**src/rtl/lib_countdown_pkg.sv**
```systemverilog
// Shared types and constants for the countdown timer: FSM state encoding and default width.
package lib_countdown_pkg;

    localparam int DW_DEFAULT = 16;

    typedef enum logic [1:0] {
        ST_IDLE = 2'd0,
        ST_RUN  = 2'd1,
        ST_DONE = 2'd2
    } state_t;

endpackage

```
**src/rtl/lib_sync_ff.sv**
```systemverilog
// Generic W-bit register with synchronous active-high reset to zero.
module lib_sync_ff #(
    parameter int W = 1
) (
    input  logic         clk,
    input  logic         rst,
    input  logic [W-1:0] d,
    output logic [W-1:0] q
);

    // NOTE: sequential state uses non-blocking assignments so every register samples pre-edge values.
    always_ff @(posedge clk) begin
        if (rst) begin
            q <= '0;
        end else begin
            q <= d;
        end
    end

endmodule

```
**src/rtl/lib_countdown_timer.sv**
```systemverilog
// Loadable countdown timer with one-shot or auto-reload operation.
// Auto-reload is compiled in only when COUNTDOWN_AUTORELOAD_EN is defined.
module lib_countdown_timer
    import lib_countdown_pkg::*;
#(
    parameter int DW = DW_DEFAULT
) (
    input  logic          clk,
    input  logic          rst,
    input  logic          we,
    input  logic [DW-1:0] din,
    input  logic          start,
    input  logic          stop,
    input  logic          ce,
    input  logic          auto_rl,
    output logic          busy,
    output logic          uf,
    output logic [DW-1:0] dout
);

    logic [DW-1:0] rl_q;
    logic [DW-1:0] rl_d;
    logic [1:0]    state_bits;
    state_t        state_q;
    state_t        state_d;
    logic [DW:0]   cnt_q;
    logic [DW:0]   cnt_d;
    logic [DW-1:0] dout_d;
    logic          uf_d;
    logic          auto_en;

`ifdef COUNTDOWN_AUTORELOAD_EN
    assign auto_en = auto_rl;
`else
    logic unused_auto_rl;
    assign unused_auto_rl = auto_rl;
    assign auto_en        = 1'b0;
`endif

    assign state_q = state_t'(state_bits);
    assign uf      = cnt_q[DW];
    assign dout    = cnt_q[DW-1:0];
    assign busy    = (state_q == ST_RUN);

    // A write in the same cycle as start is visible to that start (bypass).
    assign rl_d = we ? din : rl_q;

    // NOTE: every combinational output gets a default first so no latch is inferred.
    always_comb begin
        state_d = state_q;
        dout_d  = dout;
        uf_d    = uf;
        if (stop) begin
            state_d = ST_IDLE;
            uf_d    = 1'b0;
        end else if (start) begin
            if (rl_d != '0) begin
                state_d = ST_RUN;
                dout_d  = rl_d;
                uf_d    = 1'b0;
            end else if (state_q != ST_IDLE) begin
                state_d = ST_IDLE;
                uf_d    = 1'b0;
            end
        end else if (state_q == ST_RUN && ce) begin
            if (dout > DW'(1)) begin
                dout_d = dout - DW'(1);
            end else if (dout == DW'(1)) begin
                dout_d  = '0;
                uf_d    = 1'b1;
                state_d = auto_en ? ST_RUN : ST_DONE;
            end else begin
`ifdef COUNTDOWN_AUTORELOAD_EN
                // Zero cycle of an auto-reload period: reload from the stored value.
                dout_d = rl_q;
                uf_d   = 1'b0;
                if (rl_q == '0) begin
                    state_d = ST_IDLE;
                end
`endif
            end
        end
    end

    assign cnt_d = {uf_d, dout_d};

    lib_sync_ff #(.W(DW)) u_rl_ff (
        .clk (clk),
        .rst (rst),
        .d   (rl_d),
        .q   (rl_q)
    );

    lib_sync_ff #(.W(2)) u_state_ff (
        .clk (clk),
        .rst (rst),
        .d   (state_d),
        .q   (state_bits)
    );

    lib_sync_ff #(.W(DW + 1)) u_cnt_ff (
        .clk (clk),
        .rst (rst),
        .d   (cnt_d),
        .q   (cnt_q)
    );

endmodule

```
**config.mk**
```make
export PLATFORM = sky130hd
export DESIGN_NAME = lib_countdown_timer
export DESIGN_NICKNAME = d
export VERILOG_FILES = /design/src/rtl/lib_countdown_pkg.sv /design/src/rtl/lib_sync_ff.sv /design/src/rtl/lib_countdown_timer.sv
export SDC_FILE = /design/constraint.sdc
export NUM_CORES = 1
export LEC_CHECK = 0
export ABC_AREA = 1
export BUFFER_PORTS_ARGS = -buffer_cell sky130_fd_sc_hd__clkbuf_2
export CAP_MARGIN = 20
export CORE_MARGIN = 2
export CORE_UTILIZATION = 55
export CTS_BUF_LIST = sky130_fd_sc_hd__clkbuf_8
export DETAILED_ROUTE_END_ITERATION = 10
export MAX_ROUTING_LAYER = met4
export PLACE_DENSITY = 0.8
export SLEW_MARGIN = 20
export SYNTH_ARGS = -nofsm -noshare
export SYNTH_HDL_FRONTEND = slang
export SYNTH_SLANG_ARGS = --single-unit
```
**constraint.sdc**
```tcl
create_clock -name clk -period 1.8 [get_ports clk]
set_input_delay 0.36 -clock clk [delete_from_list [all_inputs] [get_ports clk]]
set_output_delay 0.36 -clock clk [all_outputs]
set_load 0.01 [all_outputs]
```
# Word-level counts from Yosys, hierarchy flattened
# Index checks and enable logic that the tools add are counted.
# op_classes
add_sub_neg	1
magnitude_cmp	1
eq_ne	5
mux	18
n_bitwise	1
n_reduce_logical	9
# op_table
operator	count
2-to-1 mux 16 bit	6
== test 16 x 1 -> 1 bit (second input constant)	1
greater-than comparator 16 x 1 -> 1 bit (second input constant)	1
nonzero test 16 bit	1
subtractor 16 x 1 -> 16 bit (second input constant)	1
2-to-1 mux 2 bit	6
AND reduction 4 bit	2
2-to-1 mux 1 bit	6
nonzero test 2 bit	3
!= test 3 x 1 -> 1 bit (second input constant)	1
nonzero test 3 bit	1
== test 2 x 1 -> 1 bit (second input constant)	1
!= test 2 x 1 -> 1 bit (second input constant)	1
!= test 2 bit (second input constant)	1
OR reduction 2 bit	1
logical AND 1 bit	1
NOT 1 bit	1
# word_totals
register_bits	35
inputBits	23
out_inout_bits	18
elab_cells	39

# Depth between registers and ports, before layout
# logic_depth
ltp_word	5
mapped_depth	14
ltp_nobuf	11

# Hierarchy
# A second synthesis with hierarchy kept.
# hier_totals
hier_cells	471
area_unflattened_um2	2643.8
# by_module_without_submodules
mod	n_inst	cells_each	area_each_um2	seq_area_each_um2
lib_countdown_timer	1	362	1620.3	0.0
lib_sync_ff (u_cnt_ff)	1	53	494.2	340.3
lib_sync_ff (u_rl_ff)	1	50	474.2	320.3
lib_sync_ff (u_state_ff)	1	6	55.1	40.0

# Worst setup path after synthesis
# No wires, ideal clock.
# synth_path
path_kind	reg-to-reg
start	register u_cnt_ff.q[0]
end	register u_cnt_ff.q[6]
setup_ps	64
arrival_time_ps	1618
t_required_ps	1736
slack_ps	118
path_stages_with_launch	11
path_buffers	1
synth_period_minus_slack_ps	1682
path_cell_list	dfxtp_1 inv_1 ha_1 nand2_1 nor2_1 o21ai_2 nand2_1 buf_2 o21ai_0 nor2_1 nor2_1
# synth_via
elab_chain_len	4
elab_cells_between_ends	8
classes_between	add/sub: 1; order compare: 1; eq/ne: 1; mux: 3; reduce/logical: 2
# synth_rtl
item	line	source
from (decl)	lib_sync_ff.sv:8	output logic [W-1:0] q
from (signal assigned)	lib_sync_ff.sv:14	q <= '0;
from (signal assigned)	lib_sync_ff.sv:16	q <= d;
subtractor 16 x 1 -> 16 bit / greater-than comparator 16 x 1 -> 1 bit (equally long branches)	lib_countdown_timer.sv:67, lib_countdown_timer.sv:66	
2-to-1 mux 16 bit	lib_countdown_timer.sv:66	if (dout > DW'(1)) begin
2-to-1 mux 16 bit	lib_countdown_timer.sv:65	end else if (state_q == ST_RUN && ce) begin
2-to-1 mux 16 bit	lib_countdown_timer.sv:56	end else if (start) begin
# Several ways; a longest one is shown, not always the timed one. The select of a mux whose other input is x is not followed.
# A chain may end at the register's enable or synchronous reset.

# Final worst setup path
# layout_path
start	register u_cnt_ff.q[4]
end	register u_cnt_ff.q[15]
# The elaborated chain is that of the path after synthesis.

==> summary.md <==
| Metric | Value |
|---|---|
| WP data arrival | 1840 ps |
| Antenna violations before repair | 0 |
| Placed cell count | ~420 |
| Antenna Cells | 0 |
| Number of setup violations in the final report | 0 |
| Detailed Route WL | 4.84 mm |
| Effective utilization at floorplan | between 50% and 60% |
| Number of slew-limit violations in the final report | 0 |
| Worst Hold Slack | 327 ps |
| Biggest area contributors in the synthesized netlist | dfxtp_1 (33%), nand2_1 (22%), nor2_1 (11%), a21oi_1 (4.9%), inv_1 (4.4%) |
| Wirelength per Cell | about 11 um |
| Number of nets produced by synthesis | 353 |
| Worst slew margin | 64.7% |
| Nature of the critical path endpoint | flop |
| IO Count | 41 |
| Post-detailed-placement half-perimeter wirelength | 3.62 mm |
| Synth Warn # | 0 |
| Mean instance size in the synthesized netlist | 6.23 um^2 |
| Die Area | 4220 um^2 |
| Ratio of final minimum period to clock period | between 90 and 100% |
| DRC violation count after routing | 0 |
| Clock sink count | 34 |
| Top FF cell, synth | dfxtp_1 |
| Final worst slack | ~140 ps |
| CTS tree | done |
| Count of buffers added by post-CTS timing repair for setup | 0 |
| Sort of element at the start of the critical path | flop |
| Crit Path Class | reg2reg |
| Distinct cell type count of the synthesized netlist | 26 |
| Count of flip-flops with a built-in enable after synthesis | 0 |
| Static leakage | 1.36 nW |
| Max-cap violations | 0 |
| Number of hold-slack violations in the final timing report | 0 |
| Gpl congestion | 0.888 |
| Class of the worst hold path | in2reg |
| Outcome | completed |
| Peak Freq | 603 MHz |
| Congestion Overflow GR | 0 |
| Max Root-Sink Buffers | 2 |
| Worst slew pin tran | 529 ps |
| Finished Core Util | ~70% |
| Length of the first detailed-routing pass in iterations | 4 |
| Count of nets after finishing | 409 |
| Area growth from synthesis to layout | 23.2% |
| Proportion of synthesized flip-flops having asynchronous set or reset | 0% |
| Drt initial violations | 119 |
| Share of layout cells above drive strength 1 | 23.9% |
| Maximum number of pins on one net before global-route repair | 27 |
| Final Power | 2.07 mW |
| CTS H-tree depth | 2 |
| Area of the mapped netlist | between 2000 and 2500 um^2 |
| Post-place setup slack | -3.11 ps |
| Count of standard-cell rows | 22 |
| Skew-Pair Late Insertion Delay | 290 ps |
| Antenna Nets Post-Route | 0 |
| Instance count of the mapped netlist | 328 |
| Total CTS buffers | 5 |
| Proportion of synthesized chip area in sequential cells | roughly a third |
| Root buf cell | clkbuf_8 |
| Post-synth top cells | nand2_1 (119), nor2_1 (61), dfxtp_1 (34) |
| Crit path max fanout | 13 |
| Maximum resistive drop on vdd | 0.516 mV |
| DR vias | ~2100 |
| Die height | 65.0 um |
| Final design instance area without fill | 2520 um^2 |
| First-pass GRT wire length | 8.27 mm |
| Register bit total from synthesis | 34 |
| Via/cell ratio | around 4.8 |
| Fraction of post-synthesis cell area in the top cell type by area | 33.3% |
| DIE WIDTH | 65.0 um |
| Overall track demand over capacity in global routing | 25.4% |
| IO Port Bufs | 39 |
| Clock slew at the register clock pins of the worst setup and hold paths | 70 ps |
| Standard cell area after detailed placement | 2380 um^2 |
| Final Non-Filler Cells | 433 |
| Cell type contributing the most total cell area after synthesis | dfxtp_1 |
| Number of global-route vias before repair | ~2100 |
| RSZ-0062 raised after global routing | false |
| Required time at the worst-slack endpoint | 1990 ps |
| Core outline area | 3610 um^2 |
| Setup tns final | 0 ps |
| Worst clock skew on the final layout | 5.11 ps |
| Final critical-path required period | 1660 ps |
| Power Dens Cells | 821 nW/um^2 |
| Most numerous cell in the Yosys netlist | nand2_1 |
-- power by group --
part / switching, mW / leakage (nW) / internal, mW / total [mW]
Combinational: 0.377 / 1.03 / 0.267 / 0.644
Clock: 0.276 / 0.0524 / 0.303 / 0.579
Sequential: 0.0381 / 0.280 / 0.805 / 0.843
Total: 0.691 / 1.36 / 1.37 / 2.07
-- cell type report --
class,instances,area [um^2]
inverter,25,96.3
fill,334,1090
clock buffer,6,82.6
timing repair buffer,61,403
multi-input combinational,257,1190
sequential,34,681
tap,48,60.1
clock inverter,2,8.76
-- worst paths after layout --
kind                            slack (ps)  cells after the start           from        endpoint
worst min register to register         460                      2   u_rl_ff.q[7]    u_rl_ff.q[7]
worst max-delay path                   140                      9  u_cnt_ff.q[4]  u_cnt_ff.q[15]
worst min-delay path                   330                      3         din[3]    u_rl_ff.q[3]
worst max register to register         140                      9  u_cnt_ff.q[4]  u_cnt_ff.q[15]
-- worst max-delay path, stage by stage, from the launching register on --
cell and delay [ps]:
dfxtp_1 320, nor2_1 150, nand2_1 180, nor2_2 180, a21oi_1 110, nand2_1 120, nand3_4 120, clkbuf_16 200
nor2_2 130, nor2_1 60
-- layout by cell type (no fill, tap or decap), types with 2 or more instances in the layout --
cell type  synthesis  final
nor2_1            61     57
nor3_1             2      2
nand2_1          119    118
inv_1             24     24
clkbuf_8           0      6
xor2_1             9      9
nor2_2             2      5
nand2_2            8      9
nand4_1            4      4
clkbuf_2           0     39
dfxtp_1           34     34
buf_4              1     19
o21ai_0           15     12
nand2_4            2      2
buf_12             0      2
a21oi_1           20     20
nand3_1            8      8
o21ai_1            0      3
-- metal layers --
metal / track usage [%] / part of all wire [%] / up-vias
met4: 11.7 / 1.6 / 0
met2: 41.9 / 48 / 47
met1: 30.0 / 46 / 922
met3: 4.86 / 4.8 / 9
met5: - / 0 / -
li1: - / - / 1121
-- sequential cells by signal, summed over array words and instances, names as in the netlist --
name and cells:
u_cnt_ff.q 16, u_rl_ff.q 16, u_state_ff.q 2
-- cell families (layout without fill, tap and decap cells) --
kind of cell / Yosys count / in the layout / synth area share, %
compound gates: 36 / 36 / 9.00
xor+xnor: 10 / 10 / 4.29
fa+ha+maj: 2 / 2 / 1.22
buf+inv: 37 / 94 / 9.61
flops: 34 / 34 / 33.3
simple gates: 209 / 209 / 42.6
-- what timing repair did --
item / in CTS / in global routing
endpoints found under the hold margin: 0 / 0
gates cloned: 0 / 1
hold buffers: 0 / 0
setup endpoints to repair: 1 / 12
gates resized for setup: 1 / 10
No activity file was read; power rests on OpenSTA's default activity.
